==> src/rtl/axis_data_checker_cntr.sv <==
// AXI-Stream sink that checks an incrementing counter stream.
// It applies a rotating backpressure pattern on tready and counts data, tkeep
// and tlast errors as well as accepted packets.
module axis_data_checker_cntr #(
  parameter int                           AXIS_DATA_WIDTH = 32,
  parameter logic [AXIS_DATA_WIDTH/8-1:0] AXIS_TKEEP      = '1,
  parameter int                           PACKET_LEN      = 16,
  parameter logic [AXIS_DATA_WIDTH-1:0]   START_VALUE     = '0,
  parameter logic [7:0]                   READY_PATTERN   = 8'hFF,
  parameter bit                           STOP_ON_ERROR   = 1'b0,
  parameter int                           CNT_WIDTH       = 16
) (
  input  logic                         clk_i,
  input  logic                         s_rst_i,
  input  logic                         enable_i,
  input  logic                         clear_i,
  input  logic [AXIS_DATA_WIDTH-1:0]   s_axis_tdata_i,
  input  logic [AXIS_DATA_WIDTH/8-1:0] s_axis_tkeep_i,
  input  logic                         s_axis_tvalid_i,
  input  logic                         s_axis_tlast_i,
  output logic                         s_axis_tready_o,
  output logic [CNT_WIDTH-1:0]         err_cnt_o,
  output logic [CNT_WIDTH-1:0]         pkt_cnt_o,
  output logic                         error_o,
  output logic                         halted_o
);

  localparam int IDX_W = (PACKET_LEN > 1) ? $clog2(PACKET_LEN) : 1;
  localparam logic [IDX_W-1:0] LAST_IDX = IDX_W'(PACKET_LEN - 1);

  typedef enum logic [1:0] {
    IDLE = 2'd0,
    RUN  = 2'd1,
    HALT = 2'd2
  } state_t;

  state_t                       state;
  state_t                       state_next;
  logic [7:0]                   pattern;
  logic [AXIS_DATA_WIDTH-1:0]   exp_data;
  logic [IDX_W-1:0]             beat_idx;
  logic [CNT_WIDTH-1:0]         err_cnt;
  logic [CNT_WIDTH-1:0]         pkt_cnt;
  logic                         error_flag;
  logic                         accept;
  logic                         data_err;
  logic                         keep_err;
  logic                         last_err;
  logic                         beat_err;

  // tready is decoded from registered state only, so it never depends on tvalid.
  // A clear in the same cycle as a handshake drops that beat from every check.
  assign s_axis_tready_o = (state == RUN) & pattern[0];
  assign accept          = s_axis_tvalid_i & s_axis_tready_o & ~clear_i;
  assign data_err        = (s_axis_tdata_i != exp_data);
  assign keep_err        = (s_axis_tkeep_i != AXIS_TKEEP);
  assign last_err        = (s_axis_tlast_i != (beat_idx == LAST_IDX));
  assign beat_err        = accept & (data_err | keep_err | last_err);

  assign err_cnt_o = err_cnt;
  assign pkt_cnt_o = pkt_cnt;
  assign error_o   = error_flag;
  assign halted_o  = (state == HALT);

  // State register.
  always_ff @(posedge clk_i) begin
    if (s_rst_i) begin
      state <= IDLE;
    end else begin
      state <= state_next;
    end
  end

  // Next state: leave RUN only at a packet boundary. HALT is left only by reset.
  always_comb begin
    state_next = state;
    case (state)
      IDLE: begin
        if (enable_i) begin
          state_next = RUN;
        end
      end
      RUN: begin
        if (STOP_ON_ERROR && beat_err) begin
          state_next = HALT;
        end else if (!enable_i && (beat_idx == '0)) begin
          state_next = IDLE;
        end
      end
      HALT: state_next = HALT;
      default: state_next = IDLE;
    endcase
  end

  // Backpressure pattern rotates right every RUN cycle and holds otherwise.
  always_ff @(posedge clk_i) begin
    if (s_rst_i) begin
      pattern <= READY_PATTERN;
    end else if (state == RUN) begin
      pattern <= {pattern[0], pattern[7:1]};
    end
  end

  // Expectation tracking and counters. Expected data and beat position resync
  // to what was received, so a single corruption is not reported endlessly.
  always_ff @(posedge clk_i) begin
    if (s_rst_i || clear_i) begin
      exp_data   <= START_VALUE;
      beat_idx   <= '0;
      err_cnt    <= '0;
      pkt_cnt    <= '0;
      error_flag <= 1'b0;
    end else if (accept) begin
      exp_data <= s_axis_tdata_i + AXIS_DATA_WIDTH'(1);
      if (s_axis_tlast_i || (beat_idx == LAST_IDX)) begin
        beat_idx <= '0;
      end else begin
        beat_idx <= beat_idx + IDX_W'(1);
      end
      if (s_axis_tlast_i) begin
        pkt_cnt <= pkt_cnt + CNT_WIDTH'(1);
      end
      if (beat_err && (err_cnt != '1)) begin
        err_cnt <= err_cnt + CNT_WIDTH'(1);
      end
      if (beat_err) begin
        error_flag <= 1'b1;
      end
    end
  end

endmodule

==> config.mk <==
export PLATFORM = sky130hd
export DESIGN_NAME = axis_data_checker_cntr
export DESIGN_NICKNAME = d
export VERILOG_FILES = /design/src/rtl/axis_data_checker_cntr.sv
export SDC_FILE = /design/constraint.sdc
export NUM_CORES = 1
export LEC_CHECK = 0
export CORE_AREA = 2 2 94 96
export DETAILED_ROUTE_END_ITERATION = 8
export DIE_AREA = 0 0 96 98
export PLACE_DENSITY = 0.85
export SETUP_SLACK_MARGIN = 0.02
export SYNTH_ARGS = -nofsm -noshare
export SYNTH_HDL_FRONTEND = slang
export SYNTH_SLANG_ARGS = --single-unit
export TNS_END_PERCENT = 1
==> constraint.sdc <==
create_clock -name clk_i -period 2.6 [get_ports clk_i]
set_clock_uncertainty 0.05 [all_clocks]
set_input_delay 0.52 -clock clk_i [delete_from_list [all_inputs] [get_ports clk_i]]
set_output_delay 0.52 -clock clk_i [all_outputs]
set_load 0.01 [all_outputs]
==> results of run 1 <==
## how the worst max path moves through the flow
| stage | from | end | slack (ps) | depth (start not counted) |
|---|---|---|---|---|
| finish | s_axis_tdata_i[6] | err_cnt_o[14] | 210 | 7 |
| global route | beat_idx[0] | err_cnt_o[8] | 110 | 8 |
| CTS | s_axis_tdata_i[6] | err_cnt_o[14] | 260 | 7 |
| detailed placement | s_axis_tdata_i[6] | err_cnt_o[14] | -90 | 7 |
| global placement | s_axis_tdata_i[6] | err_cnt_o[10] | -7 | 7 |
| floorplan | beat_idx[0] | err_cnt_o[14] | 540 | 9 |
## placed cells by master, fill, tap and decap left out, drive strengths merged, types with 4 or more instances in the layout
cell type,instances
nand4b,5
xor2,33
nor3,6
and2,6
a31oi,6
nor2,53
inv,11
xnor2,38
ha,6
and4,4
a211oi,14
clkbuf,10
dfxtp,79
a21oi,30
nand3,20
or3,13
nor2b,13
nand4,33
a211o,7
clkdlybuf4s50,76
and3,11
nor4,8
a41o,6
nand2,46
buf,27
o21ai,26
## metal layers
| layer | routed length, um | global-route usage (%) |
|---|---|---|
| met2 | 5348 | 39.80 |
| met3 | 695 | 5.247 |
| met5 | 0 | 0 |
| met1 | 4639 | 30.48 |
| met4 | 316 | 11.32 |
## flip-flops by register name (all words and copies together) (netlist names)
| name | flops |
|---|---|
| pkt_cnt_o | 16 |
| exp_data | 32 |
| err_cnt_o | 16 |
| state | 2 |
| beat_idx | 4 |
| pattern | 8 |
| error_o | 1 |
## stage by stage
stage | setup TNS [ps] | instance area (um^2) | total power [mW] | instances
2_1_floorplan | 0 | 4340 | 1.429 | 521
3_3_place_gp | -19.31 | 5320 | 1.569 | 705
3_5_place_dp | -405.0 | 5320 | 1.579 | 705
4_1_cts | 0 | 5540 | 2.605 | 721
5_1_grt | 0 | 5540 | 2.694 | 721
6_report | 0 | 5540 | 2.595 | 721
## final cells by class
cell class                      count  area [um^2]  share of cell area [%]
Clock buffer                       10        127.6                   2.304
Timing Repair Buffer              103        988.4                   17.84
Tap cell                          108        135.1                   2.439
Multi-Input combinational cell    406         2581                   46.59
Inverter                            9        33.78                  0.6098
Sequential cell                    79         1582                   28.55
Clock inverter                      6        92.59                   1.671
## critical path: stages
cell,delay (ps)
clkdlybuf4s50_1,500
xnor2_1,270
nand2_1,80
or4_1,480
and4b_1,470
or4_1,170
a21oi_1,60
## power by group
group / switching (mW) / total [mW] / internal (mW) / leakage (nW)
clock network: 0.490 / 1.04 / 0.548 / 0.104
logic: 0.163 / 0.314 / 0.151 / 1.22
registers: 0.0143 / 1.24 / 1.23 / 0.639
## cells by family after synthesis
family	after synthesis	share of synthesized area (%)
AOI/OAI and AO/OA	99	14.44
xor gates and xnor gates	71	14.33
adders and majority gates	6	1.730
buffers and inverters	36	4.122
DFF	79	36.44
muxes	3	0.6919
and+or+nand+nor	227	28.25
==> flow_summary.toml, run 1 <==
[worst_setup_path]
regToRegSetupSlack_ps = 310
cp-start-kind = "input port"
setup.worst_path.end_class = "flip-flop"
reg2regPathDepth = 8
required_ps = 2770
crit_fanout = 10
critical_path_class = "input port to flip-flop"
cp.arrival_ps = 2560
r2r-start = "beat_idx[0]"
worstReg2RegEnd = "err_cnt_o[14]"

[cts]
cts-htree-levels = 3
ctsResizeCount = 0
cts_buffer_depth = 2
root_buffer = "clkbuf_8"
cts_hold_buf = 0
clock_sink_count = 79
cts_setup_buffers = 0
worstSkewPairLatency_ps = 360
clk_pin_slew_ps = 90
cts_tree = "done"
cts_buffers = 9

[status]
status = "complete, no violations"

[timing]
worstMarginPinSlew_ps = 826.4
setup_viol = 0
period_minus_slack_ps = 2390
hold_viol_final = 0
maxSlewHeadroom_pct = 44.57
worst_hold_slack_ps = 416.3
max_freq_ghz = 0.4184
fin_ws_ps = 209.7
timing.final.crit_share_pct = 91.93
rsz0062_at_grt = "no"
drv_slew = 0

[hold_path]
worstHoldEndpoint = "pattern[5]"
hp-start = "pattern[6]"
hold_class = "flip-flop to flip-flop"
whs_path_depth = 1

[global_route]
grt_max_degree = 66
antenna_found_initial = 0
grt_pass1_wl_mm = 18.34
track_usage_pct = 24.43
grt_pass1_vias = 4057
grt_overflow = 0

[synthesis]
synth-seq-cells = 79
async_flop_share_pct = 0
synthTopCellsByCount = "79 x dfxtp_1, 52 x nor2_1, 46 x nand2_1"
yosysWarnings = 0
yosysUniqueCellTypes = 47
netlist_instances = 521
synthFlopType = "dfxtp_1"
yosysSeqAreaShare_pct = 36.44
synth_enable_flop_cells = 0
synthTopCellsByArea = "dfxtp_1 36%, xnor2_1 7.7%, xor2_1 6.7%, nor2_1 4.5%, nand4_1 4.5%"
syn-num-nets = 569
syn_area_per_cell_um2 = 8.331
synth_area_um2 = 4340
yosysMostFrequentCell = "dfxtp_1"
synth_top_area_share_pct = 36.44
synth_top_area_cell = "dfxtp_1"

[routing]
detail_route.vias_per_cell = 5.860
post-route-drc-count = 0
via_count = 4225
wl_per_cell_um = 15.26
dr.pass1.iters = 5
ant_nets = 0
first_iter_violations = 225
finalWirelength_mm = 11.00

[floorplanning]
fp.dieH_um = 98
initial_core_util_pct = 51.27
fp.dieArea_um2 = 9408
pin_count = 77
die_w_um = 96
rows = 34
coreArea_um2 = 8466

[finish]
drive_gt1_share_pct = 8.809
n_antenna_cell = 0
fin_util_pct = 65.44
fin_nets = 656
fillers = 681
syn2layout_area_growth_pct = 27.64

[place]
pre_cts_ws_ps = -85.84
placement.io_buffers = 76
gp_congestion = 0.8901
hpwl_mm = 8.064

[power]
p_per_area_nw_per_um2 = 468.5
power_leakage_nw = 1.965
ir_drop_mv = 0.3384

[run]
cap_violations = 0
Power figures use the tool's default switching activity.
==> run 2: changes to the inputs <==
SLEW_MARGIN = 5   (was default)
==> results of run 2 <==
No change in the layout: final DEF, timing and power equal those of run 1.
